**src/rtl/bcd2hex_pkg.sv**
```systemverilog
// Shared constants and types for the packed-BCD time word to binary converter.
package bcd2hex_pkg;

    localparam int TV_W = 7;
    localparam int MV_W = 6;
    localparam int SV_W = 6;
    localparam int HV_W = 7;

    localparam int TV_LSB = 24;
    localparam int MV_LSB = 16;
    localparam int SV_LSB = 8;
    localparam int HV_LSB = 0;

    localparam int MAX_MS = 59;
    localparam int MAX_TH = 99;

    // Highest legal tens digit of a minute/second field.
    localparam logic [3:0] MS_TENS_MAX = 4'(MAX_MS / 10);

    typedef enum logic [1:0] {
        ST_IDLE,
        ST_CHECK,
        ST_SHIFT,
        ST_LOAD
    } state_e;

    function automatic logic all_decimal(input logic [31:0] word);
        logic ok;
        ok = 1'b1;
        for (int k = 0; k < 8; k++) begin
            if (word[4*k +: 4] > 4'd9) ok = 1'b0;
        end
        return ok;
    endfunction

endpackage

```
**src/rtl/bcd2hex_lane.sv**
```systemverilog
// One reverse double-dabble step for a 2-digit field: shift {bcd,bin} right, then
// subtract 3 from every BCD nibble that landed at 8 or above.
module bcd2bin_lane (
    input  logic [7:0] bcd,
    input  logic [7:0] bin,
    output logic [7:0] bcd_next,
    output logic [7:0] bin_next
);

    logic [7:0] shifted;

    always_comb begin
        shifted  = {1'b0, bcd[7:1]};
        bin_next = {bcd[0], bin[7:1]};
        bcd_next[7:4] = (shifted[7:4] >= 4'd8) ? shifted[7:4] - 4'd3 : shifted[7:4];
        bcd_next[3:0] = (shifted[3:0] >= 4'd8) ? shifted[3:0] - 4'd3 : shifted[3:0];
    end

endmodule

```
**src/rtl/bcd2hex.sv**
```systemverilog
// Iterative BCD-to-binary converter for the tv:mv:sv:hv preset word; four fields
// are converted in parallel behind a start/busy/done/err handshake.
module bcd2hex
    import bcd2hex_pkg::*;
#(
    parameter bit CHECK_RANGE = 1'b1,
    parameter int N_ITER      = 8
) (
    input  logic            clk,
    input  logic            rst,
    input  logic            start,
    input  logic [31:0]     bcd8d,
    output logic [TV_W-1:0] tv,
    output logic [MV_W-1:0] mv,
    output logic [SV_W-1:0] sv,
    output logic [HV_W-1:0] hv,
    output logic            busy,
    output logic            done,
    output logic            err,
    output state_e          state
);

    logic [31:0] work;
    logic [31:0] acc;
    logic [31:0] work_next;
    logic [31:0] acc_next;
    logic [3:0]  iter;
    logic        in_ok;
    logic        range_ok;

    for (genvar f = 0; f < 4; f++) begin : g_lane
        bcd2bin_lane u_lane (
            .bcd      (work[8*f +: 8]),
            .bin      (acc[8*f +: 8]),
            .bcd_next (work_next[8*f +: 8]),
            .bin_next (acc_next[8*f +: 8])
        );
    end

    assign range_ok = !CHECK_RANGE ||
                      ((work[MV_LSB+4 +: 4] <= MS_TENS_MAX) &&
                       (work[SV_LSB+4 +: 4] <= MS_TENS_MAX));
    assign in_ok = all_decimal(work) && range_ok;

    // Bits above each field width are always zero for checked inputs.
    logic unused_hi;
    assign unused_hi = ^{acc_next[31], acc_next[23:22], acc_next[15:14], acc_next[7]};

    always_ff @(posedge clk or negedge rst) begin
        if (!rst) begin
            state <= ST_IDLE;
            work  <= '0;
            acc   <= '0;
            iter  <= '0;
            tv    <= '0;
            mv    <= '0;
            sv    <= '0;
            hv    <= '0;
            busy  <= 1'b0;
            done  <= 1'b0;
            err   <= 1'b0;
        end else begin
            done <= 1'b0;
            err  <= 1'b0;
            case (state)
                // LOAD doubles as an idle cycle so conversions can run back to back.
                ST_IDLE, ST_LOAD: begin
                    if (start) begin
                        work  <= bcd8d;
                        acc   <= '0;
                        busy  <= 1'b1;
                        state <= ST_CHECK;
                    end else begin
                        state <= ST_IDLE;
                    end
                end
                ST_CHECK: begin
                    if (!in_ok) begin
                        err   <= 1'b1;
                        busy  <= 1'b0;
                        state <= ST_IDLE;
                    end else begin
                        iter  <= '0;
                        state <= ST_SHIFT;
                    end
                end
                ST_SHIFT: begin
                    work <= work_next;
                    acc  <= acc_next;
                    iter <= iter + 4'd1;
                    // Results are registered on entry so they are valid while done is high.
                    if (iter == 4'(N_ITER - 1)) begin
                        tv    <= acc_next[TV_LSB +: TV_W];
                        mv    <= acc_next[MV_LSB +: MV_W];
                        sv    <= acc_next[SV_LSB +: SV_W];
                        hv    <= acc_next[HV_LSB +: HV_W];
                        done  <= 1'b1;
                        busy  <= 1'b0;
                        state <= ST_LOAD;
                    end
                end
                default: state <= ST_IDLE;
            endcase
        end
    end

endmodule
```
**config.mk**
```make
export PLATFORM = sky130hd
export DESIGN_NAME = bcd2hex
export DESIGN_NICKNAME = d
export VERILOG_FILES = /design/src/rtl/bcd2hex_pkg.sv /design/src/rtl/bcd2hex_lane.sv /design/src/rtl/bcd2hex.sv
export SDC_FILE = /design/constraint.sdc
export NUM_CORES = 1
export LEC_CHECK = 0
export CORE_ASPECT_RATIO = 1.75
export CORE_MARGIN = 4
export CORE_UTILIZATION = 39
export CTS_CLUSTER_SIZE = 40
export DETAILED_ROUTE_END_ITERATION = 8
export GPL_ROUTABILITY_DRIVEN = 0
export PLACE_DENSITY_LB_ADDON = 0.12
export SLEW_MARGIN = 25
export SYNTH_ARGS = -nofsm -noshare
export SYNTH_HDL_FRONTEND = slang
export SYNTH_HIERARCHICAL = 1
export SYNTH_SLANG_ARGS = --single-unit
```
**constraint.sdc**
```tcl
create_clock -name clk -period 3.75 [get_ports clk]
set_clock_uncertainty 0.1 [all_clocks]
set_input_delay 0.75 -clock clk [delete_from_list [all_inputs] [get_ports clk]]
set_output_delay 0.75 -clock clk [all_outputs]
set_load 0.02 [all_outputs]
```
Yosys cells after proc, flatten, opt, wreduce, memory -nomap -nowiden

Cells that the tools add are included.

Flip-flop bits (word level): 99
Bits of input ports: 35
Output and inout port bits: 31
Logic and storage cells: 78

Multiplexer cells: 30
Reductions and logical operators: 10
Magnitude comparators: 14
Equal/unequal tests: 8
Add/sub/neg operators: 5

Operators by type and width:

| kind                  | count |
|---|---|
| $pmux W32 S2          | 2 |
| $mux W32              | 2 |
| $gt A4 B4 Y1 const B  | 8 |
| $mux W4               | 5 |
| $ge A4 B4 Y1 const B  | 4 |
| $mux W1               | 16 |
| $sub A4 B2 Y4 const B | 4 |
| $le A4 B3 Y1 const B  | 2 |
| $ne A2 B2 Y1 const B  | 4 |
| $pmux W4 S2           | 1 |
| $pmux W2 S3           | 1 |
| $reduce_and A2 Y1     | 3 |
| $add A4 B1 Y4 const B | 1 |
| $eq A2 B2 Y1 const B  | 2 |
| $eq A4 B3 Y1 const B  | 1 |
| $mux W2               | 2 |
| $reduce_bool A2 Y1    | 2 |
| $pmux W1 S3           | 1 |
| $reduce_and A3 Y1     | 1 |
| $eq A2 B1 Y1 const B  | 1 |
| $logic_and A1 B1 Y1   | 2 |
| $logic_not A2 Y1      | 1 |
| $reduce_or A2 Y1      | 1 |

Logic depth before layout (Yosys ltp)

Gate-level depths: netlist of run 1.

Depth in word-level cells: 12
Mapped depth: 8
Gate-level depth less buffers: 6

Cells and area by module

The synthesis of run 1 kept the hierarchy.

By module, submodules not included:

| module       | sequential area each (sq um) | area each (sq um) | times used | cells an instance |
|---|---|---|---|---|
| bcd2hex      | 2477.4                       | 4165.2            | 1          | 379 |
| bcd2bin_lane | 0.0                          | 170.2             | 4          | 24 |

Worst setup path after synthesis of run 1

No wires, ideal clock.

Path kind: register to register
From: register state[0]
To: register iter[0]
Data arrival time: 1799 ps
Path slack: 1723 ps
Path buffers: 1
Period minus slack after synthesis: 2027 ps
Required time: 3522 ps
Library setup time: 128 ps
Stages on the path, launching flop included: 8
Cell sequence: dfrtp_1 > inv_1 > ha_1 > buf_2 > a21oi_1 > nand4_2 > o22ai_1 > mux2_1

Longest elaborated chain between the ends: 3
Elaborated cells on any way between the ends: 6
Those cells by class: 3 x eq/ne; 1 x mux; 2 x reduce/logical

Ends and longest elaborated chain:

| what                                                                | RTL line      | RTL |
|---|---|---|
| from (decl)                                                         | bcd2hex.sv:20 | `output state_e state` |
| from (signal assigned)                                              | bcd2hex.sv:51 | `state <= ST_IDLE;` |
| from (signal assigned)                                              | bcd2hex.sv:72 | `state <= ST_CHECK;` |
| from (signal assigned)                                              | bcd2hex.sv:74 | `state <= ST_IDLE;` |
| $eq A2 B1 Y1 / $eq A2 B2 Y1 (equally long branches)                 | bcd2hex.sv:65 | `case (state)` |
| $ne A2 B2 Y1 (no line) / $reduce_bool A2 Y1 (equally long branches) | --            |  |
| $reduce_and A2 Y1 (no line)                                         | --            |  |
| to (signal assigned)                                                | bcd2hex.sv:90 | `iter <= iter + 4'd1;` |
| to (decl)                                                           | bcd2hex.sv:27 | `logic [3:0] iter;` |

Several ways; a longest one is shown, not always the timed one.
A chain may end at the register's enable or synchronous reset.

Worst setup path in the final report of run 1

From: register state[0]
To: register acc[26]

Longest elaborated chain between the ends: 4
Elaborated cells on any way between the ends: 8
Those cells by class: 3 x eq/ne; 1 x mux; 4 x reduce/logical

Ends and longest elaborated chain:

| what                                                                | RTL line      | RTL |
|---|---|---|
| $eq A2 B2 Y1 / $logic_not A2 Y1 (equally long branches)             | bcd2hex.sv:65 |  |
| $reduce_or A2 Y1                                                    | bcd2hex.sv:65 |  |
| $ne A2 B2 Y1 (no line) / $reduce_bool A2 Y1 (equally long branches) | --            |  |
| $reduce_and A2 Y1 (no line)                                         | --            |  |
| to (signal assigned)                                                | bcd2hex.sv:89 | `acc <= acc_next;` |
| to (decl)                                                           | bcd2hex.sv:24 | `logic [31:0] acc;` |

Several ways; a longest one is shown, not always the timed one.

==> results of run 1 <==
==> state kept, by name (all words and copies together), names as in the netlist <==
signal,count
work,32
iter,4
mv,6
done,1
busy,1
state,2
err,1
hv,7
tv,7
sv,6
acc,28
==> final cells by class <==
| type | count | area share |
|---|---|---|
| well taps | 135 | 0.0314 |
| clock buffers | 10 | 0.0426 |
| multi-input cells | 288 | 0.335 |
| flip-flops and latches | 95 | 0.442 |
| inverters | 13 | 0.00908 |
| clock inverters | 6 | 0.0100 |
| repair buffers | 70 | 0.130 |
==> worst max-delay path by stage <==
stage,end,cells after the start,from,slack [ps]
global placement,acc[14],3,start,1240
finish,acc[26],5,state[0],1250
floorplan,iter[0],7,state[0],1720
CTS,acc[26],5,state[0],1200
detailed placement,acc[18],3,start,1190
global route,acc[20],5,state[0],1070
==> placed cells by master (no fill, tap or decap), drive strengths merged <==
| master | count |
|---|---|
| clkbuf | 10 |
| a211oi | 1 |
| o21a | 3 |
| o22ai | 1 |
| o22a | 1 |
| o211a | 1 |
| clkinv | 4 |
| nor2 | 2 |
| o21bai | 1 |
| clkinvlp | 1 |
| a22o | 28 |
| nand3b | 2 |
| a21oi | 6 |
| buf | 6 |
| clkdlybuf4s50 | 64 |
| ha | 11 |
| o221ai | 2 |
| a31o | 1 |
| nor2b | 5 |
| a21boi | 1 |
| mux2 | 1 |
| mux2i | 34 |
| dfrtp | 95 |
| nand2 | 117 |
| nand3 | 2 |
| nand4b | 1 |
| inv | 14 |
| xnor2 | 4 |
| o311ai | 1 |
| xor2 | 4 |
| conb | 4 |
| o21ai | 43 |
| nand2b | 5 |
| nand4 | 4 |
| o211ai | 2 |
==> through the flow <==
stage,hold WS (ps),std cells,cell area [µm²]
finish,313,617,5380
global placement,360,601,5090
detailed placement,354,601,5090
CTS,330,617,5380
global route,362,617,5380
floorplan,351,467,4710
==> report_power, final <==
part	switching [mW]	total, mW	internal [mW]
Clock	0.400	0.861	0.460
Combinational	0.261	0.477	0.216
Sequential	0.126	1.26	1.14
Total	0.787	2.60	1.81
==> worst reg2reg max path: stages (launching register included) <==
cell	delay [ps]
dfrtp_1	410
inv_1	70
ha_2	180
buf_4	550
o21a_1	870
a22o_1	250
==> layer usage <==
metal  track usage  vias up  wire length (µm)
met5             0        -                 0
met4        0.0475        0               107
li1              -     1542                 -
met3        0.0310        5               371
met1         0.162     1438              3890
met2         0.225       64              4360
==> key figures, run 1 <==
CTS
  – Worst-skew pair later-pin latency: 340 ps
  – CTS tree: yes
  – Htree depth: 3
  – CTS Buf Count: 9
  – Sink Count: 95
  – Buffer count from post-CTS setup fixing: 0
  – Post-cts sizing count: 0
  – Clock root buffer: clkbuf_16
  – Clk buf depth: 2
  – # hold bufs at CTS: 0
  – CTS clk-pin slew, worst paths: 70 ps

Critical path
  – Startpoint Class: flip-flop
  – R2R depth: 5
  – CP max-delay cell: o21a_1
  – CP Cell Sequence: inv_1, ha_2, buf_4, o21a_1, a22o_1
  – RR Endpoint: acc[26]
  – Critical path arrival: 2670 ps
  – CP Data Required Time: 3920 ps
  – Reg-to-reg slack, setup: 1250 ps
  – Critical Path End Type: flip-flop
  – CP Buf/Inv Count: 2
  – Crit path max fanout: 42
  – Worst reg2reg startpoint: state[0]
  – Kind of critical path: flip-flop to flip-flop
  – Critical path's top delay family: compound AO/OA/AOI/OAI gates
  – Crit-path max cell delay: 860 ps

GRT
  – Initial antenna violation count: 0
  – Global-route wire length before repair: 15.0 mm
  – Grt total ovfl: 0
  – Number of global-route vias before repair: 3103
  – GRT Overall Usage: 0.132
  – Largest net degree at the start of global routing: 56

Yosys
  – Synthesized instance count: 467
  – Synth Net Count: 513
  – Ys Warns: 6
  – Synthesized area per cell: 10.1 µm²
  – Syn Std Cell Area: 4710 µm²

Cells and area
  – Layout area overhead: 14.1%
  – Nets: 523
  – Sequential Area: 2380 µm²
  – Area of the multi-input gates: 1800 µm²
  – # fillers: 1158
  – Layout Utilization: 0.459
  – Share of cells above drive strength 1: 0.0581
  – Number of diodes: 0

Power
  – Total power: 2.60 mW
  – Static leakage: 2.45 nW
  – PwrDens: 484 nW/µm²
  – Worst VDD drop: 0.233 mV

Run status
  – Status: complete, no violations

STA
  – Worst-margin pin slew: 962 ps
  – Final Hold Fails: 0
  – # setup viols final: 0
  – Period utilization: 0.667
  – Relative slew slack: 0.359
  – Max-slew violation count: 0
  – Fin Setup TNS: 0 ps
  – Fin worst setup slack: 1250 ps
  – RSZ-0062 raised after global routing: false
  – Maximum clock rate: 400 MHz
  – Crit path time final: 2500 ps

Route
  – Pre-antenna DRT Iters: 4
  – DR vias/cell: 4.94
  – DRT Wirelength: 8.73 mm
  – DRT iter0 DRCs: 129
  – Residual DRC count: 0
  – ANT nets after route: 0
  – Vias post-DR: 3049
  – WL/cell: 14.1 µm

Floorplan
  – Die area: 14000 µm²
  – Core ar.: 11700 µm²
  – Die Span X: 91.1 µm
  – Initial core utilization: 0.402
  – Die height: 153 µm
  – Cell Rows: 52
  – Io pins: 66

Place
  – Place WS: 1190 ps
  – Number of port buffers: 65
  – Detailed placer's ending HPWL: 5.98 mm

Flow run
  – Max cap viols: 0

Worst hold path
  – Hold Crit Class: input pin to async pin
No activity file was read; power rests on OpenSTA's default activity.
==> inputs of run 2 (changes only) <==
==> constraint.sdc (replaced) <==
create_clock -name clk -period 2.5 [get_ports clk]
set_clock_uncertainty 0.1 [all_clocks]
set_input_delay 0.5 -clock clk [delete_from_list [all_inputs] [get_ports clk]]
set_output_delay 0.5 -clock clk [all_outputs]
set_load 0.02 [all_outputs]
==> run 2 against run 1 <==
Against the previous run:
- global-route usage is 0.10 points higher
- clock power is 59% higher
- sequential power is 50% higher
- critical endpoint is now iter[0]
- largest power group unchanged
- critical path type unchanged
- the flow now finishes with violations (negative hold slack)
- critical path depth is 1 higher
- die area stayed put
- setup slack worse by 740 ps
- flip-flop and latch count stayed put
- via count is 0.39% lower
- hold slack worse by 310 ps
==> key figures, run 2 (synthesis results as in run 1) <==
Run status
  – Status: complete, but fails checks
  – Violated checks: negative hold slack

Critical path
  – CP startpoint: state[0]
  – Crit path max fanout: 7 (-83%)
  – Critical Path End Type: flip-flop
  – Critical path arrival: 2110 ps (-560 ps)
  – Critical path's top delay family: compound AO/OA/AOI/OAI gates
  – Worst path depth: 6 (+1)
  – Worst reg2reg startpoint: state[0]
  – CP Buf/Inv Count: 1 (-1)
  – Startpoint Class: flip-flop
  – Reg-to-reg slack, setup: 510 ps (-740 ps)
  – RR Endpoint: iter[0]
  – CP Data Required Time: 2620 ps (-1300 ps)
  – CP endpoint: iter[0]
  – R2R depth: 6 (+1)
  – Crit-path max cell delay: 410 ps (-450 ps)
  – Kind of critical path: flip-flop to flip-flop
  – CP max-delay cell: dfrtp_1
  – CP Cell Sequence: inv_1, ha_2, a21oi_1, nand4_2, o22ai_1, mux2_1

Power
  – Static leakage: 2.47 nW (+0.83%)
  – PwrDens: 736 nW/µm² (+52%)
  – Worst VDD drop: 0.386 mV (+66%)
  – Total power: 3.99 mW (+53%)

Route
  – DRT Wirelength: 8.70 mm (-0.34%)
  – DR vias/cell: 4.91 (-0.55%)
  – Pre-antenna DRT Iters: 4 (unchanged)
  – Residual DRC count: 0 (unchanged)
  – Vias post-DR: 3037 (-0.39%)
  – ANT nets after route: 0 (unchanged)
  – WL/cell: 14.1 µm (-0.50%)
  – DRT iter0 DRCs: 120 (-7.0%)

STA
  – Hold slack: -0.394 ps (-314 ps)
  – RSZ-0062 raised after global routing: false
  – Maximum clock rate: 503 MHz (+26%)
  – Worst-margin pin slew: 714 ps (-248 ps)
  – # setup viols final: 0 (unchanged)
  – Crit path time final: 1990 ps (-513 ps)
  – Max-slew violation count: 0 (unchanged)
  – Final Hold Fails: 1 (+1)
  – Period utilization: 0.795 (+0.128)
  – Relative slew slack: 0.521 (+0.162)
  – Fin Setup TNS: 0 ps (unchanged)

Cells and area
  – Layout Utilization: 0.462 (+0.00331)
  – Largest register by flop count: work
  – Number of diodes: 0 (unchanged)
  – Layout area overhead: 14.9%
  – Share of cells above drive strength 1: 0.0642 (+0.00609)
  – Most frequent cells in the layout: nand2_1, dfrtp_1, clkdlybuf4s50_1
  – Commonest non-fill, non-tap cell in the layout: nand2_1
  – Max FFs per register: 32 (unchanged)
  – Nets: 525 (+0.38%)
  – Leading registers by flop count: work (32), acc (28)

Floorplan
  – Io pins: 66 (unchanged)
  – Initial core utilization: 0.402 (unchanged)
  – Die height: 153 µm (unchanged)
  – Die Span X: 91.1 µm (unchanged)
  – Cell Rows: 52 (unchanged)
  – Core ar.: 11700 µm² (unchanged)
  – Die area: 14000 µm² (unchanged)

GRT
  – Global-route wire length before repair: 15.2 mm (+1.2%)
  – Largest net degree at the start of global routing: 64 (+14%)
  – Grt total ovfl: 0 (unchanged)
  – GRT Overall Usage: 0.133 (+0.000996)
  – Number of global-route vias before repair: 3057 (-1.5%)
  – Initial antenna violation count: 0 (unchanged)

CTS
  – CTS tree: yes
  – Buffer count from post-CTS setup fixing: 0 (unchanged)
  – CTS Buf Count: 9 (unchanged)
  – Clock root buffer: clkbuf_16
  – CTS clk-pin slew, worst paths: 70 ps (about the same)
  – Worst-skew pair later-pin latency: 340 ps (about the same)
  – Post-cts sizing count: 0 (unchanged)
  – Sink Count: 95 (unchanged)
  – Htree depth: 3 (unchanged)
  – # hold bufs at CTS: 0 (unchanged)
  – Clk buf depth: 2 (unchanged)

Place
  – Detailed placer's ending HPWL: 5.99 mm (+0.24%)
  – Number of port buffers: 65 (unchanged)

Worst hold path
  – Hold Crit Class: input pin to async pin

Flow run
  – Max cap viols: 0 (unchanged)
run 2: area by class of cell:
type	instances	area [µm²]
clock buffers	9	225
clock inverters	6	67.6
fillers	1142	6300
inverters	13	48.8
multi-input cells	288	1800
flip-flops and latches	95	2380
well taps	135	169
repair buffers	72	726
run 2: how the worst min path moves through the flow:
stage	from	to	slack, ps	cells past startpoint
floorplan	rst	acc[10]	100	0
global placement	sv[1]	sv[1]	360	2
detailed placement	tv[0]	tv[0]	360	2
CTS	rst	mv[0]	10	1
global route	rst	mv[0]	30	1
finish	rst	mv[0]	-0.4	1
run 2: where the power goes:
group	switching (mW)	internal [mW]	total, mW
registers	0.189	1.70	1.89
clock network	0.592	0.775	1.37
logic	0.393	0.334	0.727
run 2: stage by stage:
stage / instances / cell area, µm² / hold WS, ps / worst slack [ps]
floorplan: 467 / 4710 / 104 / 473
global placement: 603 / 5120 / 358 / 237
detailed placement: 603 / 5120 / 362 / 200
CTS: 618 / 5410 / 11.2 / 344
global route: 618 / 5410 / 26.7 / 350
finish: 618 / 5410 / -0.394 / 512
run 2: worst reg2reg max path, delay by kind of cell (launching register included):
family                   cells  cell delay (ps)
AND/OR/NAND/NOR              1              170
buffers and inverters        1               70
AO/OA/AOI/OAI                2              440
flip-flops                   1              410
adder cells (fa/ha/maj)      1              330
multiplexers                 1              360
run 2: routing by layer:
layer  vias to the layer above  share of wire  GRT usage
met3                         8          0.044     0.0305
met5                         -              0          0
li1                       1536              -          -
met2                        57           0.50      0.218
met1                      1436           0.44      0.170
met4                         0          0.017     0.0496
